==> src/rtl/sort_arb.sv <==
`timescale 1ns/1ps
// sort_arb: grants whole packets round-robin from CH_NUM Avalon-ST requesters
// into one shared sort core and tags each forwarded packet with its owner.
// Sorted packets come back from the core and leave on a single source port
// whose channel field is the head of the tag FIFO.
module sort_arb #(
    parameter int  DWIDTH    = 8,
    parameter int  CH_NUM    = 4,
    parameter int  TAG_DEPTH = 4,
    localparam int CH_W      = $clog2(CH_NUM)
) (
    input  logic                     clk_i,
    input  logic                     srst_n_i,
    // requester side
    input  logic [CH_NUM*DWIDTH-1:0] snk_data_i,
    input  logic [CH_NUM-1:0]        snk_startofpacket_i,
    input  logic [CH_NUM-1:0]        snk_endofpacket_i,
    input  logic [CH_NUM-1:0]        snk_valid_i,
    output logic [CH_NUM-1:0]        snk_ready_o,
    // stream into the sort core
    output logic [DWIDTH-1:0]        core_data_o,
    output logic                     core_startofpacket_o,
    output logic                     core_endofpacket_o,
    output logic                     core_valid_o,
    input  logic                     core_ready_i,
    // stream out of the sort core
    input  logic [DWIDTH-1:0]        core_data_i,
    input  logic                     core_startofpacket_i,
    input  logic                     core_endofpacket_i,
    input  logic                     core_valid_i,
    output logic                     core_ready_o,
    // sorted, tagged output
    output logic [DWIDTH-1:0]        src_data_o,
    output logic                     src_startofpacket_o,
    output logic                     src_endofpacket_o,
    output logic                     src_valid_o,
    output logic [CH_W-1:0]          src_channel_o,
    input  logic                     src_ready_i,
    output logic                     drop_o
);

    localparam int PTR_W = (TAG_DEPTH > 1) ? $clog2(TAG_DEPTH) : 1;
    localparam int CNT_W = $clog2(TAG_DEPTH) + 1;
    localparam logic [CH_W-1:0]  LAST_CH  = CH_W'(CH_NUM - 1);
    localparam logic [CNT_W-1:0] FULL_CNT = CNT_W'(TAG_DEPTH);

    typedef enum logic [0:0] {
        ST_IDLE = 1'b0,
        ST_PASS = 1'b1
    } state_t;

    // First requester at or above ptr, wrapping past the last channel.
    function automatic logic [CH_W-1:0] rr_pick(input logic [CH_NUM-1:0] req,
                                                 input logic [CH_W-1:0]   ptr);
        logic [CH_W-1:0] pick;
        logic            found;
        int              idx;
        pick  = ptr;
        found = 1'b0;
        for (int i = 0; i < CH_NUM; i++) begin
            idx = (int'(ptr) + i) % CH_NUM;
            if (!found && req[idx]) begin
                pick  = CH_W'(idx);
                found = 1'b1;
            end else begin
                found = found;
            end
        end
        return pick;
    endfunction

    // Tag FIFO pointer increment that also works for non-power-of-2 depths.
    function automatic logic [PTR_W-1:0] ptr_inc(input logic [PTR_W-1:0] p);
        return (p == PTR_W'(TAG_DEPTH - 1)) ? {PTR_W{1'b0}} : p + 1'b1;
    endfunction

    state_t            state_r, state_nxt_s;
    logic [CH_W-1:0]   gnt_r, gnt_nxt_s;
    logic [CH_W-1:0]   rr_ptr_r, rr_ptr_nxt_s;
    logic [CH_NUM-1:0] req_s, orphan_s;
    logic [DWIDTH-1:0] ch_data_s [CH_NUM];

    logic [CH_W-1:0]   tag_mem_r [TAG_DEPTH];
    logic [PTR_W-1:0]  wr_ptr_r, rd_ptr_r;
    logic [CNT_W-1:0]  cnt_r;
    logic              full_s, empty_s, push_s, pop_s;

    logic [CH_NUM-1:0] snk_ready_s;
    logic              drop_s;
    logic [DWIDTH-1:0] core_data_s;
    logic              core_sop_s, core_eop_s, core_valid_s;
    logic              src_valid_s, core_ready_s;
    logic [CH_W-1:0]   chan_s;

    assign req_s    = snk_valid_i & snk_startofpacket_i;
    assign orphan_s = snk_valid_i & ~snk_startofpacket_i;
    assign full_s   = (cnt_r == FULL_CNT);
    assign empty_s  = (cnt_r == {CNT_W{1'b0}});

    // Split the flat requester data bus into per-channel words.
    always_comb begin
        for (int k = 0; k < CH_NUM; k++) begin
            ch_data_s[k] = snk_data_i[k*DWIDTH +: DWIDTH];
        end
    end

    // Arbitration FSM: next state, grant, forward mux and sink readies.
    always_comb begin
        state_nxt_s  = state_r;
        gnt_nxt_s    = gnt_r;
        rr_ptr_nxt_s = rr_ptr_r;
        push_s       = 1'b0;
        snk_ready_s  = {CH_NUM{1'b0}};
        drop_s       = 1'b0;
        core_data_s  = {DWIDTH{1'b0}};
        core_sop_s   = 1'b0;
        core_eop_s   = 1'b0;
        core_valid_s = 1'b0;
        if (!srst_n_i) begin
            state_nxt_s = ST_IDLE;
        end else begin
            case (state_r)
                ST_IDLE: begin
                    // orphans are accepted and thrown away; requesters wait
                    snk_ready_s = orphan_s;
                    drop_s      = |orphan_s;
                    if ((|req_s) && !full_s) begin
                        gnt_nxt_s   = rr_pick(req_s, rr_ptr_r);
                        state_nxt_s = ST_PASS;
                    end else begin
                        state_nxt_s = ST_IDLE;
                    end
                end
                ST_PASS: begin
                    core_data_s         = ch_data_s[gnt_r];
                    core_sop_s          = snk_startofpacket_i[gnt_r];
                    core_eop_s          = snk_endofpacket_i[gnt_r];
                    core_valid_s        = snk_valid_i[gnt_r];
                    snk_ready_s[gnt_r]  = core_ready_i;
                    if (core_valid_s && core_ready_i && core_eop_s) begin
                        push_s       = 1'b1;
                        rr_ptr_nxt_s = (gnt_r == LAST_CH) ? {CH_W{1'b0}} : gnt_r + 1'b1;
                        state_nxt_s  = ST_IDLE;
                    end else begin
                        state_nxt_s = ST_PASS;
                    end
                end
                default: begin
                    state_nxt_s = ST_IDLE;
                end
            endcase
        end
    end

    // Return path: output is held back until an owner tag is available.
    always_comb begin
        src_valid_s  = 1'b0;
        core_ready_s = 1'b0;
        pop_s        = 1'b0;
        chan_s       = {CH_W{1'b0}};
        if (srst_n_i && !empty_s) begin
            src_valid_s  = core_valid_i;
            core_ready_s = src_ready_i;
            chan_s       = tag_mem_r[rd_ptr_r];
            pop_s        = core_valid_i && src_ready_i && core_endofpacket_i;
        end else begin
            pop_s = 1'b0;
        end
    end

    // FSM state, current grant and round-robin pointer.
    always_ff @(posedge clk_i) begin
        if (!srst_n_i) begin
            state_r  <= ST_IDLE;
            gnt_r    <= {CH_W{1'b0}};
            rr_ptr_r <= {CH_W{1'b0}};
        end else begin
            state_r  <= state_nxt_s;
            gnt_r    <= gnt_nxt_s;
            rr_ptr_r <= rr_ptr_nxt_s;
        end
    end

    // Tag FIFO: push on forwarded eop, pop on returned eop, both may coincide.
    always_ff @(posedge clk_i) begin
        if (!srst_n_i) begin
            wr_ptr_r <= {PTR_W{1'b0}};
            rd_ptr_r <= {PTR_W{1'b0}};
            cnt_r    <= {CNT_W{1'b0}};
            for (int i = 0; i < TAG_DEPTH; i++) begin
                tag_mem_r[i] <= {CH_W{1'b0}};
            end
        end else begin
            if (push_s) begin
                tag_mem_r[wr_ptr_r] <= gnt_r;
                wr_ptr_r            <= ptr_inc(wr_ptr_r);
            end else begin
                wr_ptr_r <= wr_ptr_r;
            end
            if (pop_s) begin
                rd_ptr_r <= ptr_inc(rd_ptr_r);
            end else begin
                rd_ptr_r <= rd_ptr_r;
            end
            case ({push_s, pop_s})
                2'b10:   cnt_r <= cnt_r + 1'b1;
                2'b01:   cnt_r <= cnt_r - 1'b1;
                default: cnt_r <= cnt_r;
            endcase
        end
    end

    assign snk_ready_o          = snk_ready_s;
    assign drop_o               = drop_s;
    assign core_data_o          = core_data_s;
    assign core_startofpacket_o = core_sop_s;
    assign core_endofpacket_o   = core_eop_s;
    assign core_valid_o         = core_valid_s;
    assign core_ready_o         = core_ready_s;
    assign src_data_o           = core_data_i;
    assign src_startofpacket_o  = core_startofpacket_i;
    assign src_endofpacket_o    = core_endofpacket_i;
    assign src_valid_o          = src_valid_s;
    assign src_channel_o        = chan_s;

endmodule

==> config.mk <==
export PLATFORM = sky130hd
export DESIGN_NAME = sort_arb
export DESIGN_NICKNAME = d
export VERILOG_FILES = /design/src/rtl/sort_arb.sv
export SDC_FILE = /design/constraint.sdc
export NUM_CORES = 1
export LEC_CHECK = 0
export ABC_CLOCK_PERIOD_IN_PS = 5800
export CORE_AREA = 5 5 76 78
export DETAILED_ROUTE_END_ITERATION = 10
export DIE_AREA = 0 0 81 83
export PLACE_DENSITY = 0.77
export RECOVER_POWER = 50
export SETUP_SLACK_MARGIN = 0.1
export SYNTH_ARGS = -nofsm -noshare
export SYNTH_HDL_FRONTEND = slang
export SYNTH_SLANG_ARGS = --single-unit
export TNS_END_PERCENT = 50
==> constraint.sdc <==
create_clock -name clk_i -period 5.8 [get_ports clk_i]
set_clock_uncertainty 0.05 [all_clocks]
set_input_delay 0.87 -clock clk_i [delete_from_list [all_inputs] [get_ports clk_i]]
set_output_delay 0.87 -clock clk_i [all_outputs]
set_load 0.01 [all_outputs]
==> results.toml, run 1 <==
[outcome]
status = "complete, no violations"

[cts]
numCtsBuffers = 3
root_buffer = "clkbuf_8"
clock_latency_ns = 0.26
htree_levels = 1
clk_pin_slew_ns = 0.07
cts_setup_buffers = 0
hold_buffers = 0
clock-sinks = 22
cts_tree = "done"
cts_resized = 0
clockBufferDepth = 2

[layout]
fin_area_mm2 = 0.00237
multi_input_area_um2 = 967
area_growth_pct = 42.0
final_cell_mix = "68 x clkdlybuf4s50_1, 16 x nor2_1, 16 x and2_1"
finalNetCount = 292
num_antenna_cells = 0
ff_latch_area_um2 = 520
num-fill-cells = 498
drive_above_1_share_pct = 7.14
layout_commonest_cell = "clkdlybuf4s50_1"

[worst_setup_path]
max_stage_delay_ns = 0.68
worstPathArrival_ns = 2.74
end_kind = "primary output"
worst_setup_path_start_kind = "primary input"
r2r_slack_ns = 2.38
cp_max_fo = 12
path_cells = "dlygate4sd3_1, and2_0, and2_1, clkdlybuf4s50_1"
slowest_stage = "dlygate4sd3_1"
path_class = "primary input to primary output"
cp.required_ns = 4.88

[power]
total_leakage_power_nw = 0.841
vdd_drop_max_mv = 0.0840
power_mw = 0.378
p_per_area_mw_per_mm2 = 159

[drt]
vias = 1488
ant_nets = 0
drt_iter0_drc = 99
wl_per_cell_um = 15.2
drt_pass1_iterations = 4
drc = 0
vias_per_cell = 5.06
wl_um = 4470

[global_route]
grt_pass1_vias = 1575
grt_overflow = 0
grt_max_degree = 17
grt_first_pass_wirelength_um = 7500
grt_use_total_pct = 13.9
antenna_found_initial = 0

[sta]
holdWs_ns = 0.469
grt_setup_unrepaired = "no"
finalHoldViolCount = 0
tightest_slew_ns = 0.861
min_period_ns = 3.66
maxSlewViolCount = 0
finalSetupViolCount = 0
slew_headroom_pct = 42.5
fin_crit_sh_pct = 63.1
fmax_mhz = 273
setup_tns_ns = 0

[die]
start_util_pct = 33.4
io_pins = 89
dieArea_mm2 = 0.00672
die_y_um = 83
row_count = 26
core_area_mm2 = 0.00501
fp.dieW_um = 81

[yosys]
synth-seq-area-share_pct = 31.1
ys.flop_type = "dfxtp_1"
ys_types = 40
synthArstFlopShare_pct = 0
syn-cell-area_mm2 = 0.00167
synth_fp_nets = 235
ys_ff_latch = 22
synth-edff-count = 8
yosysWarnings = 0
syn_inst = 168
syn_avg_cell_area_um2 = 9.95

[placement]
hpwl_um = 3730
place_congestion = 0.849
portBuffers = 70
placed_area_mm2 = 0.00234

[flow_run]
drv_cap = 0

[min_path]
hp-class = "flip-flop to flip-flop"
==> area by class of cell <==
cell class	count	area share (%)
Multi-Input combinational cell	114	40.7
Timing Repair Buffer	70	29.5
Sequential cell	22	21.9
Tap cell	70	3.69
Inverter	14	2.21
Clock buffer	3	1.74
Clock inverter	1	0.158
==> synth_stat cells, types with 2 or more instances <==
master    count  area, µm²
dfxtp_1      14        280
buf_4        10       75.1
nor2_1       16       60.1
nor3b_1       2       15.0
and2_1       17        106
o22ai_1       3       18.8
mux4_2       12        270
clkbuf_1      5       18.8
o21ai_0       5       25.0
o31ai_1       2       15.0
edfxtp_1      8        240
xor2_1        2       17.5
buf_6         2       22.5
mux2i_1       2       20.0
a22oi_1       3       22.5
o31a_1        3       26.3
nand3_1       2       10.0
nand2b_1      2       12.5
a22o_1        2       17.5
nand2_1       8       30.0
nor3_1        4       20.0
a31oi_1       4       25.0
a221oi_1      2       17.5
inv_1        13       48.8
ha_1          7       87.6
a21oi_1       4       20.0
==> metrics by stage <==
step,utilization (%),setup WS [ns],cells
finish,47.4,2.14,294
global route,47.4,2.01,294
CTS,47.6,2.28,294
detailed placement,46.7,2.17,290
global placement,46.7,2.21,290
floorplan,-,2.78,168
==> registers in the layout, summed over array words and instances, names as in the netlist, named ones only <==
register,flops
cnt_r,3
gnt_r,2
rd_ptr_r,2
rr_ptr_r,2
state_r,1
tag_mem_r,8
wr_ptr_r,2
==> path summary, 6_finish.rpt <==
kind | from | to | cells after the start
max | srst_n_i | core_data_o[3] | 4
min | rr_ptr_r[0]$_SDFFE_PN0N_ | rr_ptr_r[0]$_SDFFE_PN0N_ | 2
max reg2reg | gnt_r[0]$_SDFFE_PN0P_ | cnt_r[2]$_SDFFE_PN0P_ | 9
min reg2reg | rr_ptr_r[0]$_SDFFE_PN0N_ | rr_ptr_r[0]$_SDFFE_PN0N_ | 2
==> routing by layer <==
layer,up-vias,part of all wire [%],track usage [%]
li1,721,-,-
met1,706,40,16.5
met2,51,53,25.0
met3,10,4.5,1.19
met4,0,2.4,5.99
met5,-,0,0
==> worst max-delay path: cells and delay by family <==
kind / cells / cell delay, ns
buffers and inverters: 2 / 1.23
and+or+nand+nor: 2 / 0.64
==> where the power goes <==
| part | switching [mW] | internal [mW] |
|---|---|---|
| Sequential | 0.0122 | 0.165 |
| Combinational | 0.0369 | 0.0694 |
| Clock | 0.0476 | 0.0472 |
| Total | 0.0967 | 0.282 |
==> cells by family (layout without fill, tap and decap cells) <==
| logic type | after synthesis | after routing | share of synthesized area (%) |
|---|---|---|---|
| AND/OR/NAND/NOR | 54 | 54 | 16.8 |
| flip-flops | 22 | 22 | 31.1 |
| buffers and inverters | 32 | 88 | 10.4 |
| multiplexers | 15 | 15 | 18.9 |
| adder cells (fa/ha/maj) | 8 | 8 | 6.44 |
| XOR/XNOR | 2 | 2 | 1.05 |
| AO/OA/AOI/OAI | 35 | 35 | 15.3 |
Power figures use the tool's default switching activity.
==> run 2: changes to the inputs <==
--- a/config.mk
+++ b/config.mk
@@ -5,7 +5,7 @@
 export SDC_FILE = /design/constraint.sdc
 export NUM_CORES = 1
 export LEC_CHECK = 0
-export ABC_CLOCK_PERIOD_IN_PS = 5800
+export ABC_CLOCK_PERIOD_IN_PS = 3600
 export CORE_AREA = 5 5 76 78
 export DETAILED_ROUTE_END_ITERATION = 10
 export DIE_AREA = 0 0 81 83
==> constraint.sdc (replaced) <==
create_clock -name clk_i -period 3.6 [get_ports clk_i]
set_clock_uncertainty 0.05 [all_clocks]
set_input_delay 0.54 -clock clk_i [delete_from_list [all_inputs] [get_ports clk_i]]
set_output_delay 0.54 -clock clk_i [all_outputs]
set_load 0.01 [all_outputs]
==> run 2 against run 1 <==
  * Clock power rose by 63%
  * Non-clock buffer count rose by 2
  * Die area did not move
  * Sequential power rose by 56%
  * Global-route usage barely moved
  * Critical endpoint is now cnt_r[2]$_SDFFE_PN0P_
  * Highest routed layer unchanged
==> results.toml, run 2 (same netlist as run 1, synthesis figures left out) <==
[sta]
maxSlewViolCount = 0
setup_tns_ns = 0
tightest_slew_ns = 0.562
min_period_ns = 3.12
finalHoldViolCount = 0
grt_setup_unrepaired = "no"
slew_headroom_pct = 62.0
holdWs_ns = 0.476
fin_crit_sh_pct = 86.8
fmax_mhz = 320
finalSetupViolCount = 0

[drt]
wl_um = 4480
drt_pass1_iterations = 4
drc = 0
vias = 1505
ant_nets = 0
drt_iter0_drc = 78
wl_per_cell_um = 15.1
vias_per_cell = 5.08

[worst_setup_path]
worstPathArrival_ns = 3.27
path_cells = "dlygate4sd3_1, and2_0, and4_1, inv_2, ha_1, inv_1, fa_1, xor2_1, or3_1, a21oi_1"
path_class = "primary input to flip-flop"
r2r_slack_ns = 0.81
worst_setup_path_start_kind = "primary input"
max_stage_delay_ns = 0.66
r2r-end = "cnt_r[2]$_SDFFE_PN0P_"
end_kind = "flip-flop"
r2r-start = "gnt_r[0]$_SDFFE_PN0P_"
setup.worst_path.start = "srst_n_i"
cp.required_ns = 3.74
worstRegToRegCells = 9
cp_max_fo = 12
slowest_stage = "dlygate4sd3_1"

[cts]
hold_buffers = 0
root_buffer = "clkbuf_8"
numCtsBuffers = 3
htree_levels = 1
cts_tree = "done"
cts_resized = 0
cts_setup_buffers = 0
clockBufferDepth = 2
clock_latency_ns = 0.27
clock-sinks = 22
clk_pin_slew_ns = 0.08

[layout]
num-fill-cells = 478
area_growth_pct = 42.9
finalNetCount = 294
drive_above_1_share_pct = 8.41
final_cell_mix = "67 x clkdlybuf4s50_1, 16 x nor2_1, 16 x and2_1"
top_regs = "tag_mem_r (8), cnt_r (3)"
largest-register = "tag_mem_r"
num_antenna_cells = 0
fin_area_mm2 = 0.00239
layout_commonest_cell = "clkdlybuf4s50_1"
instances_no_fill = 296
largest_reg_flops = 8

[die]
start_util_pct = 33.4
die_y_um = 83
io_pins = 89
fp.dieW_um = 81
row_count = 26
dieArea_mm2 = 0.00672
core_area_mm2 = 0.00501

[placement]
dp.cells = 292
place_congestion = 0.832
hpwl_um = 3730
portBuffers = 70
placed_area_mm2 = 0.00235

[flow_run]
drv_cap = 0

[min_path]
hp-class = "flip-flop to flip-flop"
min_from = "rr_ptr_r[0]$_SDFFE_PN0N_"
hold_path_end = "rr_ptr_r[0]$_SDFFE_PN0N_"
whs_path_depth = 2

[global_route]
grt_use_total_pct = 13.9
grt_first_pass_wirelength_um = 7440
grt_pass1_vias = 1554
grt_max_degree = 14
antenna_found_initial = 0
grt_overflow = 0

[power]
total_leakage_power_nw = 0.852
vdd_drop_max_mv = 0.109
p_per_area_mw_per_mm2 = 257

[outcome]
status = "complete, no violations"
-- run 2: final cells by class --
cell class	instances	area (µm²)	share of cell area, %
Clock buffer	3	41.3	1.73
Timing Repair Buffer	72	716	30.0
Clock inverter	1	3.75	0.157
Tap cell	70	87.6	3.67
Multi-Input combinational cell	114	967	40.5
Inverter	14	52.6	2.20
Sequential cell	22	520	21.8
-- run 2: worst max-delay path by stage --
stage	end	slack, ns
floorplan	cnt_r[2]$_SDFFE_PN0P_	0.91
global placement	cnt_r[2]$_SDFFE_PN0P_	0.44
detailed placement	cnt_r[2]$_SDFFE_PN0P_	0.40
CTS	cnt_r[2]$_SDFFE_PN0P_	0.67
global route	cnt_r[2]$_SDFFE_PN0P_	0.28
finish	cnt_r[2]$_SDFFE_PN0P_	0.48
-- run 2: power breakdown --
| group | internal [mW] | total, mW | switching [mW] |
|---|---|---|---|
| registers | 0.266 | 0.277 | 0.0114 |
| logic | 0.114 | 0.182 | 0.0682 |
| clock network | 0.0762 | 0.155 | 0.0786 |
| total | 0.456 | 0.614 | 0.158 |
-- run 2: per-layer routing --
layer	GRT usage (%)	part of all wire (%)	routed length, µm
met1	16.9	39	1730
met2	24.6	54	2420
met3	0.974	4.9	219
met4	5.68	2.3	101
met5	0	0	0
-- run 2: critical path: cells and delay by family --
kind                       cells  cell delay (ns)
and+or+nand+nor                3             1.03
adders and majority gates      2             0.56
buffers and inverters          3             0.84
xor gates and xnor gates       1             0.16
AOI/OAI and AO/OA              1             0.14
-- run 2: through the flow --
step                      util, %  power, mW  worst slack (ns)
after floorplan                 -      0.379             0.912
after global placement       47.0      0.464             0.442
after detailed placement     47.0      0.468             0.395
after CTS                    47.9      0.624             0.667
after global routing         47.7      0.647             0.284
final                        47.7      0.614             0.475
==> run 3: changes to the inputs <==
--- a/config.mk
+++ b/config.mk
@@ -6,10 +6,11 @@
 export NUM_CORES = 1
 export LEC_CHECK = 0
 export ABC_CLOCK_PERIOD_IN_PS = 3600
-export CORE_AREA = 5 5 76 78
+export CORE_AREA = 5 5 71 73
 export DETAILED_ROUTE_END_ITERATION = 10
-export DIE_AREA = 0 0 81 83
-export PLACE_DENSITY = 0.77
+export DIE_AREA = 0 0 76 78
+export MAX_ROUTING_LAYER = met4
+export PLACE_DENSITY = 0.87
 export RECOVER_POWER = 50
 export SETUP_SLACK_MARGIN = 0.1
 export SYNTH_ARGS = -nofsm -noshare
==> run 3 against run 2 <==
  * Final cell count down 6.1%
  * Count of clock-buffer cells in the layout stayed put
  * Die area is 12% lower
  * Largest power group unchanged
  * Core utilization up 7.4 points
  * Via count increased by 0.47%
  * Register-to-register slack worse by 0.17 ns
  * Combinational power is essentially flat
  * Flip-flop and latch count unchanged
  * Critical endpoint unchanged
  * Sequential share of layout area rose by 0.21 points
  * Largest cell class unchanged
  * Critical path depth is the same
  * First-iteration DRC count grew 42%
==> results.toml, run 3 (same netlist as run 1, synthesis figures left out) <==
[worst_setup_path]
r2r_slack_ns = 0.64
max_stage_delay_ns = 0.59
worst_setup_path_start_kind = "primary input"
r2r-start = "gnt_r[0]$_SDFFE_PN0P_"
cp.required_ns = 3.75
cp_max_fo = 6
worstPathArrival_ns = 3.33
path_buf_inv = 3
worstRegToRegCells = 9
cpLargestDelayFamily = "buffers and inverters"
path_class = "primary input to flip-flop"
r2r-end = "cnt_r[2]$_SDFFE_PN0P_"
slowest_stage = "dlygate4sd3_1"
end_kind = "flip-flop"
path_cells = "dlygate4sd3_1, mux4_2, and4_1, inv_2, ha_1, inv_1, fa_1, xor2_1, or3_1, a21oi_1"

[sta]
finalHoldViolCount = 0
min_period_ns = 3.18
setup_tns_ns = 0
finalSetupViolCount = 0
slew_headroom_pct = 62.9
maxSlewViolCount = 0
grt_setup_unrepaired = "no"
fin_crit_sh_pct = 88.3
fmax_mhz = 315
tightest_slew_ns = 0.549

[placement]
placed_area_mm2 = 0.00233
portBuffers = 70
place_congestion = 0.895
hpwl_um = 3480

[die]
fp.dieW_um = 76
core_area_mm2 = 0.00429
io_pins = 89
start_util_pct = 38.9
dieArea_mm2 = 0.00593
row_count = 24
die_y_um = 78

[layout]
num_antenna_cells = 0
drive_above_1_share_pct = 8.41
area_growth_pct = 41.5
largest-register = "tag_mem_r"
finalNetCount = 294
top_regs = "tag_mem_r (8), cnt_r (3)"
fin_area_mm2 = 0.00237
largest_reg_flops = 8
layout_commonest_cell = "clkdlybuf4s50_1"
final_cell_mix = "66 x clkdlybuf4s50_1, 16 x nor2_1, 16 x and2_1"

[global_route]
grt_use_total_pct = 14.8
grt_first_pass_wirelength_um = 7090
antenna_found_initial = 0
grt_pass1_vias = 1584
grt_overflow = 0
grt_max_degree = 15

[power]
vdd_drop_max_mv = 0.127
p_per_area_mw_per_mm2 = 259
total_leakage_power_nw = 0.852

[drt]
drt_iter0_drc = 111
wl_um = 4250
vias_per_cell = 5.44
vias = 1512
ant_nets = 0
drc = 0
drt_pass1_iterations = 4
wl_per_cell_um = 15.3

[cts]
clk_pin_slew_ns = 0.08
cts_resized = 0
clockBufferDepth = 2
numCtsBuffers = 3
clock_latency_ns = 0.26
htree_levels = 1
cts_tree = "done"
cts_setup_buffers = 0
clock-sinks = 22
hold_buffers = 0
root_buffer = "clkbuf_8"

[outcome]
status = "complete, no violations"

[min_path]
whs_path_depth = 2
min_from = "rd_ptr_r[1]$_SDFFE_PN0N_"
hp-class = "flip-flop to flip-flop"

[flow_run]
drv_cap = 0
[run 3: cell types whose count changed in the layout (fill, tap and decap cells not counted), sizes merged]
cell           change
dlygate4sd3        +1
clkdlybuf4s50      -1
[run 3: area by class of cell]
| cell class | count | area [µm²] |
|---|---|---|
| Clock buffer | 3 | 41.3 |
| Clock inverter | 1 | 3.75 |
| Fill cell | 377 | 1930 |
| Inverter | 14 | 52.6 |
| Multi-Input combinational cell | 114 | 967 |
| Sequential cell | 22 | 520 |
| Tap cell | 52 | 65.1 |
| Timing Repair Buffer | 72 | 716 |
[run 3: through the flow]
stage / utilization (%) / instances / setup slack [ns] / hold WS (ns) / power (mW)
after global placement: 54.3 / 274 / 0.436 / 0.457 / 0.461
after global routing: 55.1 / 278 / 0.276 / 0.527 / 0.643
final: 55.1 / 278 / 0.423 / 0.496 / 0.613
after CTS: 55.3 / 278 / 0.623 / 0.493 / 0.618
after detailed placement: 54.3 / 274 / 0.352 / 0.484 / 0.466
after floorplan: - / 168 / 0.912 / 0.423 / 0.379
[run 3: per-layer routing]
layer	global-route usage (%)	wire, µm	vias to the layer above
met2	26.8	2170	60
met4	6.23	95	0
li1	-	-	729
met5	-	0	-
met1	16.4	1700	714
met3	1.74	287	9
[run 3: tightest hold or removal path, stage by stage, from the launching register on]
cell and delay [ns]:
dfxtp_1 0.32, mux2i_1 0.12, nor2_1 0.06
[run 3: report_power, final]
part,switching [mW],internal [mW]
sequential,0.0111,0.266
clock,0.0793,0.0763
combinational,0.0676,0.113
total,0.158,0.455
[run 3: worst max path at each step]
| stage | slack, ns | end | startpoint | cells after the start |
|---|---|---|---|---|
| after floorplan | 0.91 | cnt_r[2]$_SDFFE_PN0P_ | snk_endofpacket_i[3] | 10 |
| after global placement | 0.44 | cnt_r[2]$_SDFFE_PN0P_ | snk_valid_i[3] | 10 |
| after detailed placement | 0.35 | cnt_r[2]$_SDFFE_PN0P_ | snk_valid_i[2] | 10 |
| after CTS | 0.62 | cnt_r[2]$_SDFFE_PN0P_ | snk_valid_i[3] | 10 |
| after global routing | 0.28 | cnt_r[2]$_SDFFE_PN0P_ | srst_n_i | 10 |
| final | 0.42 | cnt_r[2]$_SDFFE_PN0P_ | snk_valid_i[3] | 10 |
